`src/rtl/or1200_ic_resp_pkg.sv`:
```
// Shared types and constants for the instruction-side responder.
// The FSM state enum, the ITAG encodings and the NOP word returned on errors.
package or1200_ic_resp_pkg;

    typedef enum logic [1:0] {
        ST_IDLE = 2'd0,
        ST_BUS  = 2'd1,
        ST_PREF = 2'd2
    } ic_state_t;

    localparam logic [3:0] ITAG_IDLE = 4'h0;
    localparam logic [3:0] ITAG_NI   = 4'h1;
    localparam logic [3:0] ITAG_BE   = 4'hb;
    localparam logic [3:0] ITAG_PE   = 4'hc;
    localparam logic [3:0] ITAG_TE   = 4'hd;

    localparam logic [31:0] OR1200_NOP = 32'h1541_0000;

endpackage

```
`src/rtl/or1200_ic_pbuf.sv`:
```
// Single-entry sequential prefetch buffer: one word tagged by its word address.
// Invalidate takes priority over a fill in the same cycle.
module or1200_ic_pbuf (
    input  logic        clk,
    input  logic        rst,
    input  logic        fill,
    input  logic        inv,
    input  logic [29:0] fill_adr,
    input  logic [31:0] fill_dat,
    input  logic [29:0] cmp_adr,
    output logic        hit,
    output logic [31:0] dat
);

    logic        valid_q;
    logic [29:0] adr_q;

    always_ff @(posedge clk) begin
        if (rst) begin
            valid_q <= 1'b0;
            adr_q   <= 30'd0;
            dat     <= 32'd0;
        end else if (inv) begin
            valid_q <= 1'b0;
        end else if (fill) begin
            valid_q <= 1'b1;
            adr_q   <= fill_adr;
            dat     <= fill_dat;
        end
    end

    assign hit = valid_q && (adr_q == cmp_adr);

endmodule

```
`src/rtl/or1200_ic_resp.sv`:
```
// Instruction fetch responder: serves icpu requests from the prefetch buffer or
// a classic Wishbone read, with MMU error reporting and a bus watchdog.
//
// Handshake: icpu_cycstb_i is held until a single-cycle icpu_ack_o/icpu_err_o;
// a request is only accepted while neither strobe is high. Wishbone cycles are
// terminated by iwb_ack_i/iwb_err_i while iwb_cyc_o is high, or by the watchdog.
module or1200_ic_resp
    import or1200_ic_resp_pkg::*;
#(
    parameter bit PREFETCH = 1'b1,
    parameter int TIMEOUT  = 255
) (
    input  logic        clk,
    input  logic        rst,
    input  logic        icpu_cycstb_i,
    input  logic [31:0] icpu_adr_i,
    input  logic        itlb_miss_i,
    input  logic        immu_fault_i,
    input  logic        flush_i,
    input  logic        inv_i,
    output logic [31:0] icpu_dat_o,
    output logic        icpu_ack_o,
    output logic        icpu_err_o,
    output logic [31:0] icpu_adr_o,
    output logic [3:0]  icpu_tag_o,
    output logic        iwb_cyc_o,
    output logic        iwb_stb_o,
    output logic [31:0] iwb_adr_o,
    input  logic [31:0] iwb_dat_i,
    input  logic        iwb_ack_i,
    input  logic        iwb_err_i,
    output ic_state_t   dbg_state
);

    localparam logic [7:0] TMO_LAST = 8'(TIMEOUT - 1);

    ic_state_t   state_q, state_d;
    logic        cyc_d;
    logic [31:0] wadr_d;
    logic [7:0]  tmr_q, tmr_d;
    logic        flushed_q, flushed_d;
    logic        discard_q, discard_d;
    logic        ack_d, err_d;
    logic [31:0] dat_d, radr_d;
    logic [3:0]  tag_d;

    logic        pb_fill, pb_inv, pb_hit;
    logic [31:0] pb_dat;

    logic [31:0] req_wadr;
    logic        accept, term, tmo, discard_now, merge;
    logic        unused_adr_lsb;

    assign req_wadr       = {icpu_adr_i[31:2], 2'b00};
    assign unused_adr_lsb = ^icpu_adr_i[1:0];
    assign accept         = icpu_cycstb_i && !flush_i && !icpu_ack_o && !icpu_err_o;
    assign term           = iwb_cyc_o && (iwb_ack_i || iwb_err_i);
    assign tmo            = iwb_cyc_o && !term && (tmr_q == TMO_LAST);
    assign discard_now    = discard_q || flush_i || inv_i;
    // A demand for the word already being prefetched rides on that bus cycle.
    assign merge          = accept && !itlb_miss_i && !immu_fault_i && !discard_now &&
                            (icpu_adr_i[31:2] == iwb_adr_o[31:2]);

    or1200_ic_pbuf u_pbuf (
        .clk      (clk),
        .rst      (rst),
        .fill     (pb_fill),
        .inv      (pb_inv),
        .fill_adr (iwb_adr_o[31:2]),
        .fill_dat (iwb_dat_i),
        .cmp_adr  (icpu_adr_i[31:2]),
        .hit      (pb_hit),
        .dat      (pb_dat)
    );

    always_comb begin
        state_d   = state_q;
        cyc_d     = iwb_cyc_o;
        wadr_d    = iwb_adr_o;
        tmr_d     = tmr_q;
        flushed_d = flushed_q;
        discard_d = discard_q;
        ack_d     = 1'b0;
        err_d     = 1'b0;
        dat_d     = icpu_dat_o;
        radr_d    = icpu_adr_o;
        tag_d     = icpu_tag_o;
        pb_fill   = 1'b0;
        pb_inv    = inv_i;

        if (iwb_cyc_o && !term) tmr_d = tmr_q + 8'd1;

        case (state_q)
            ST_IDLE: begin
                if (accept) begin
                    radr_d = req_wadr;
                    if (itlb_miss_i) begin
                        err_d = 1'b1;
                        tag_d = ITAG_TE;
                        dat_d = OR1200_NOP;
                    end else if (immu_fault_i) begin
                        err_d = 1'b1;
                        tag_d = ITAG_PE;
                        dat_d = OR1200_NOP;
                    end else if (pb_hit && !inv_i) begin
                        ack_d = 1'b1;
                        tag_d = ITAG_NI;
                        dat_d = pb_dat;
                        if (PREFETCH) begin
                            state_d   = ST_PREF;
                            wadr_d    = req_wadr + 32'd4;
                            discard_d = 1'b0;
                        end
                    end else begin
                        state_d   = ST_BUS;
                        cyc_d     = 1'b1;
                        wadr_d    = req_wadr;
                        tmr_d     = 8'd0;
                        flushed_d = 1'b0;
                    end
                end
            end

            ST_BUS: begin
                if (flush_i) begin
                    flushed_d = 1'b1;
                    pb_inv    = 1'b1;
                end
                if (iwb_ack_i) begin
                    cyc_d   = 1'b0;
                    state_d = ST_IDLE;
                    if (!flushed_q && !flush_i) begin
                        ack_d  = 1'b1;
                        tag_d  = ITAG_NI;
                        dat_d  = iwb_dat_i;
                        radr_d = iwb_adr_o;
                        if (PREFETCH) begin
                            state_d   = ST_PREF;
                            wadr_d    = iwb_adr_o + 32'd4;
                            discard_d = 1'b0;
                        end
                    end
                end else if (iwb_err_i || tmo) begin
                    cyc_d   = 1'b0;
                    state_d = ST_IDLE;
                    pb_inv  = 1'b1;
                    if (!flushed_q && !flush_i) begin
                        err_d  = 1'b1;
                        tag_d  = ITAG_BE;
                        dat_d  = OR1200_NOP;
                        radr_d = iwb_adr_o;
                    end
                end
            end

            ST_PREF: begin
                if (flush_i || inv_i) discard_d = 1'b1;
                // The prefetch cycle is launched one cycle after entering PREF.
                if (!iwb_cyc_o) begin
                    cyc_d = 1'b1;
                    tmr_d = 8'd0;
                end else if (iwb_ack_i) begin
                    cyc_d   = 1'b0;
                    state_d = ST_IDLE;
                    pb_fill = !discard_now;
                    if (merge) begin
                        ack_d  = 1'b1;
                        tag_d  = ITAG_NI;
                        dat_d  = iwb_dat_i;
                        radr_d = iwb_adr_o;
                    end
                end else if (iwb_err_i || tmo) begin
                    cyc_d   = 1'b0;
                    state_d = ST_IDLE;
                    pb_inv  = 1'b1;
                    if (merge) begin
                        err_d  = 1'b1;
                        tag_d  = ITAG_BE;
                        dat_d  = OR1200_NOP;
                        radr_d = iwb_adr_o;
                    end
                end
            end

            default: begin
                state_d = ST_IDLE;
                cyc_d   = 1'b0;
            end
        endcase
    end

    always_ff @(posedge clk) begin
        if (rst) begin
            state_q    <= ST_IDLE;
            iwb_cyc_o  <= 1'b0;
            iwb_adr_o  <= 32'd0;
            tmr_q      <= 8'd0;
            flushed_q  <= 1'b0;
            discard_q  <= 1'b0;
            icpu_ack_o <= 1'b0;
            icpu_err_o <= 1'b0;
            icpu_dat_o <= 32'd0;
            icpu_adr_o <= 32'd0;
            icpu_tag_o <= ITAG_IDLE;
        end else begin
            state_q    <= state_d;
            iwb_cyc_o  <= cyc_d;
            iwb_adr_o  <= wadr_d;
            tmr_q      <= tmr_d;
            flushed_q  <= flushed_d;
            discard_q  <= discard_d;
            icpu_ack_o <= ack_d;
            icpu_err_o <= err_d;
            icpu_dat_o <= dat_d;
            icpu_adr_o <= radr_d;
            icpu_tag_o <= tag_d;
        end
    end

    assign iwb_stb_o = iwb_cyc_o;
    assign dbg_state = state_q;

endmodule

```
`config.mk`:
```
export PLATFORM = sky130hd
export DESIGN_NAME = or1200_ic_resp
export DESIGN_NICKNAME = d
export VERILOG_FILES = /design/src/rtl/or1200_ic_resp_pkg.sv /design/src/rtl/or1200_ic_pbuf.sv /design/src/rtl/or1200_ic_resp.sv
export SDC_FILE = /design/constraint.sdc
export NUM_CORES = 1
export LEC_CHECK = 0
export CAP_MARGIN = 20
export CORE_ASPECT_RATIO = 1.4
export CORE_MARGIN = 1.5
export CORE_UTILIZATION = 48
export CTS_CLUSTER_DIAMETER = 200
export CTS_CLUSTER_SIZE = 10
export DETAILED_ROUTE_END_ITERATION = 10
export PLACE_DENSITY = 0.76
export SLEW_MARGIN = 20
export SYNTH_ARGS = -nofsm -noshare
export SYNTH_HDL_FRONTEND = slang
export SYNTH_SLANG_ARGS = --single-unit
```
`constraint.sdc`:
```
create_clock -name clk -period 2.55 [get_ports clk]
set_input_delay 0.51 -clock clk [delete_from_list [all_inputs] [get_ports clk]]
set_output_delay 0.51 -clock clk [all_outputs]
set_load 0.02 [all_outputs]
```
Yosys cells after proc, flatten, opt, wreduce, memory -nomap -nowiden --
Index checks and enable logic that the tools add are counted.
Word-level totals: bits in registers 178, input port bits 73, output and inout port bits 106, logic and storage cells 190
Cells by class: add/subtract/negate cells 3, equal/unequal tests 19, multiplexer cells 114, bitwise logic cells 1, reduce and logical (&&, ||, !) cells 39
Operators by type and width (number):
- 2-to-1 mux 32 bit | 27
- one-hot mux 32 bit (3 select lines) | 2
- adder 32 x 3 -> 32 bit (second input constant) | 2
- one-hot mux 32 bit (2 select lines) | 1
- equality test 30 bit | 2
- 2-to-1 mux 4 bit | 13
- 2-to-1 mux 8 bit | 6
- 2-to-1 mux 1 bit | 47
- inequality test 2 bit (second input constant) | 11
- 2-to-1 mux 2 bit | 9
- one-hot mux 8 bit (2 select lines) | 1
- AND reduction 8 bit | 2
- logical AND 1 bit | 13
- one-hot mux 1 bit (3 select lines) | 4
- one-hot mux 4 bit (3 select lines) | 1
- AND reduction 6 bit | 2
- AND reduction 5 bit | 2
- zero test 1 bit | 9
- adder 8 x 1 -> 8 bit (second input constant) | 1
- equality test 8 bit (second input constant) | 1
- inequality test 3 bit (second input constant) | 2
- one-hot mux 2 bit (3 select lines) | 1
- logical OR 1 bit | 5
- inequality test 4 bit (second input constant) | 1
- 10 further kinds | 11

Depth between registers and ports, before layout --
depth after elaboration 13, gate-level depth with buffers 11, depth with buffers taken out 8

By module --
From an unflattened synthesis, not the netlist that was laid out.
Unflattened totals: cell total of the unflattened synthesis 1166, area, all modules 9556.7 um^2
Modules (own cells, without submodules):
- or1200_ic_resp | instances 1, cells each 852, area each 7079.3 um^2, sequential area each 2242.2 um^2
- or1200_ic_pbuf | instances 1, cells each 314, area each 2477.4 um^2, sequential area each 1261.2 um^2

Least setup slack after synthesis --
No wires, ideal clock.
path kind input to register, start input port icpu_adr_i[10], end register icpu_dat_o[26], setup time 121 ps, arrival 2522 ps, data required time 2429 ps, slack -93 ps, stages 9, cells stage by stage clkbuf_1 xnor2_1 nand4_1 or4_1 buf_2 o211ai_2 o211ai_2 buf_6 mux2_4
Between the ends: cells in the longest elaborated chain, start to end 5, elaborated cells on any way between the ends 8, classes of those cells 4 x eq/ne; 4 x reduce/logical
Ends and longest elaborated chain:
- start, declared | RTL line or1200_ic_resp.sv:16 | input logic [31:0] icpu_adr_i,
- equality test 30 bit | RTL line or1200_ic_pbuf.sv:32 | assign hit = valid_q && (adr_q == cmp_adr);
- logical AND 1 bit | RTL line or1200_ic_pbuf.sv:32
- logical AND 1 bit | RTL line or1200_ic_resp.sv:105 | end else if (pb_hit && !inv_i) begin
- inequality test 4 bit (no source line)
- AND reduction 8 bit (no source line) *
- end signal, assigned | RTL line or1200_ic_resp.sv:214 | icpu_dat_o <= dat_d;
- end, declared | RTL line or1200_ic_resp.sv:21 | output logic [31:0] icpu_dat_o,
Every way passes the cells marked *; elsewhere a longest branch is shown, timed or not. A chain may end at the register's enable or synchronous reset.

Final worst setup path --
start register u_pbuf.adr_q[8], end register iwb_adr_o[16]
Between the ends: cells in the longest elaborated chain, start to end 8
Ends and longest elaborated chain:
- start, declared | RTL line or1200_ic_pbuf.sv:16 | logic [29:0] adr_q;
- start signal, assigned | RTL line or1200_ic_pbuf.sv:27 | adr_q <= fill_adr;
- equality test 30 bit | RTL line or1200_ic_pbuf.sv:32
- logical AND 1 bit | RTL line or1200_ic_pbuf.sv:32
- logical AND 1 bit | RTL line or1200_ic_resp.sv:105
- 2-to-1 mux 32 bit | RTL line or1200_ic_resp.sv:105
- 2-to-1 mux 32 bit | RTL line or1200_ic_resp.sv:101 | end else if (immu_fault_i) begin
- 2-to-1 mux 32 bit | RTL line or1200_ic_resp.sv:97 | if (itlb_miss_i) begin
- 2-to-1 mux 32 bit | RTL line or1200_ic_resp.sv:95 | if (accept) begin
- one-hot mux 32 bit (2 select lines) | RTL line or1200_ic_resp.sv:93 | case (state_q)
- end signal, assigned | RTL line or1200_ic_resp.sv:208 | iwb_adr_o <= wadr_d;
- end, declared | RTL line or1200_ic_resp.sv:28 | output logic [31:0] iwb_adr_o,
No other way between the ends. The select of a mux whose other input is x is not followed.

==> impl_metrics.toml <==
[die]
rows = 62
io_pins = 179
die_x_um = 125
core-area_um2 = 20600
die_y_um = 174
start_util = 0.490
dieArea_um2 = 21900

[run]
cap_viol_max_count = 0

[worst_setup_path]
cp-end-kind = "flop"
r2r_end = "iwb_adr_o[16]"
r2r_slack_ps = 7
crit_slowest_cell = "or4_4"
crit_family = "simple AND/OR/NAND/NOR gates"
criticalPathCategory = "flop to flop"
path_cells = "xnor2_1 -> buf_4 -> nand4_1 -> or4_4 -> buf_8 -> nor4_4 -> buf_6 -> mux2i_1 -> a311o_1"
critPathMaxFanout = 7
crit_required_ps = 2880
max_stage_delay_ps = 560
cp_num_buf_inv = 3
cp-start-kind = "flop"
arrival_ps = 2870
r2r_cells = 9
r2r-start = "u_pbuf.adr_q[8]"

[place]
dpl.hpwl_um = 26900
port_buffers = 174
gp_congestion = 1.02

[sta]
fin_crit_ps = 2540
finalHoldViolations = 0
setup_viol_count_final = 0
post-route-period-util = 0.997
hold-worst-slack_ps = 453
maxSlewHeadroom = 0.666
fin_skew_ps = 10.7
timing.fmax_mhz = 393
worst_pin_slew_ps = 499
tns_ps = 0
slew_violations = 0

[hold_path]
hold_end = "u_pbuf.dat[4]"
hp-class = "flop to flop"
min_path_cells = 2
hold_start = "u_pbuf.dat[4]"

[logic_synthesis]
async_flop_share = 0
synthTopCellsByCount = "nand2_1, dfxtp_1, clkbuf_1, a21oi_1, mux2i_1"
syn_area_per_cell_um2 = 8.07
synth_cell_type_count = 69
synth.most_common_cell = "nand2_1"
ys_ff_latch = 175
ys.flop_type = "dfxtp_1"
synth_area_leaders = "dfxtp_1, nand2_1, mux2i_1"
yosysTopAreaCell = "dfxtp_1"
synth_top_area_frac = 0.348
synth_edf_count = 0
syn_inst = 1248
yosysWarnings = 0
netlist_area_um2 = 10100
yosysSeqAreaShare = 0.348

[route]
final_antenna_net_count = 0
wl_per_cell_um = 21.0
route.detailed.drc = 1
viasPerCell = 6.04
drtIter0Drc = 1125
drtPass1Iterations = 10
drt-total-wl_um = 37800
vias = 10900

[status]
status = "complete, but fails checks"
violations = "design-rule violations"

[clock_network]
cts_buffers = 17
root_buffer = "clkbuf_16"
cts.sinks = 175
ctsLongestPathBuffers = 2
clock_latency_ps = 440
cts_tree = "done"
clk_pin_slew_ps = 70
h-tree-depth = 4

[power_and_ir_drop]
max-vdd-ir-drop_v = 0.000444
powerDensity_nw_per_um2 = 617
p_leak_uw = 0.00550

[global_route]
grt_pass1_vias = 10600
grt_max_degree = 46
grt_pass1_wl_um = 58000
grt_overflow = 0
track_usage = 0.334
antenna_found_initial = 0

[cells_and_area]
area_growth_pct = 43.3
diodes = 0
drive_gt1_frac = 0.241
final_nets = 1610
worst max-delay path by stage:
stage | from | end | slack [ps] | cells past startpoint
after detailed placement | icpu_adr_i[15] | icpu_dat_o[27] | -810 | 9
after floorplan | dbg_state[0] | iwb_adr_o[30] | 0.2 | 9
after global placement | icpu_adr_i[15] | iwb_adr_o[16] | -780 | 9
final | u_pbuf.adr_q[8] | iwb_adr_o[16] | 7 | 9
after global routing | u_pbuf.adr_q[8] | iwb_adr_o[23] | -30 | 9
after CTS | icpu_adr_i[27] | iwb_adr_o[16] | 4 | 9
cell usage in the layout, fill, tap and decap left out, types with 25 or more instances in the layout:
cell type        count
a211oi_1            34
a21oi_1             82
buf_4              190
clkdlybuf4s50_1    140
dfxtp_1            170
mux2_2              36
mux2i_1             65
nand2_1            222
nand3_1             37
nand4_1             33
nor2_1              31
nor3_1              59
nor4_1              25
o21ai_0             33
xor2_1              35
worst register-to-register path, stage by stage (launching register included):
cell	delay, ps
dfxtp_1	340
xnor2_1	180
buf_4	170
nand4_1	120
or4_4	560
buf_8	160
nor4_4	360
buf_6	200
mux2i_1	80
a311o_1	270
kinds of logic (layout without fill, tap and decap cells):
logic type / after synthesis / after routing / share of synthesized area
buffers and inverters: 151 / 442 / 0.0673
AOI/OAI and AO/OA: 238 / 239 / 0.156
muxes: 104 / 104 / 0.109
other: 1 / 2 / 0.000372
and+or+nand+nor: 489 / 489 / 0.238
adders and majority gates: 9 / 9 / 0.0112
DFF: 175 / 175 / 0.348
xor gates and xnor gates: 81 / 81 / 0.0704
layer usage:
layer / track usage / wire length, um / vias to the layer above
met4: 0.179 / 2250 / 0
met1: 0.382 / 13800 / 5181
met5: 0 / 0 / -
met3: 0.0606 / 2620 / 146
li1: - / - / 5010
met2: 0.587 / 19100 / 521
through the flow:
step | std cells | power [uW] | instance area (um2) | util | setup slack (ps)
detailed placement | 1746 | 6070 | 13200 | 0.643 | -811
floorplan | 1249 | 4690 | 10100 | - | 0.150
CTS | 1791 | 8740 | 14100 | 0.687 | 3.56
global route | 1797 | 9230 | 14400 | 0.702 | -29.7
global placement | 1746 | 6030 | 13200 | 0.643 | -779
finish | 1797 | 8910 | 14400 | 0.702 | 6.84
flip-flops by register name, indices dropped and copies added (netlist names):
register and count:
icpu_dat_o 32, u_pbuf.dat 32, icpu_adr_o 31, iwb_adr_o 30
u_pbuf.adr_q 30, tmr_q 8, icpu_tag_o 4, dbg_state 2
discard_q 1, flushed_q 1, icpu_ack_o 1, icpu_err_o 1
iwb_cyc_o 1, u_pbuf.valid_q 1
area by class of cell:
cell class | instances | area (um2)
multi-input cells | 924 | 6310
fillers | 1616 | 6130
repair buffers | 393 | 3630
flip-flops and latches | 175 | 3510
clock buffers | 18 | 439
well taps | 256 | 320
clock inverters | 14 | 148
inverters | 17 | 67.6
power breakdown:
| group | leakage [uW] | internal (uW) | switching [uW] |
|---|---|---|---|
| combinational | 0.00379 | 1450 | 1680 |
| clock | 0.000282 | 1410 | 1270 |
| sequential | 0.00142 | 2930 | 155 |
| total | 0.00550 | 5800 | 3110 |
repair_timing:
action	4_1_cts	5_1_grt
gates resized for setup	69	52
endpoints found under the setup margin	107	105
setup buffers	9	4
gates cloned	4	2
hold buffers	0	0
pin swaps	23	26
Power figures use the tool's default switching activity.
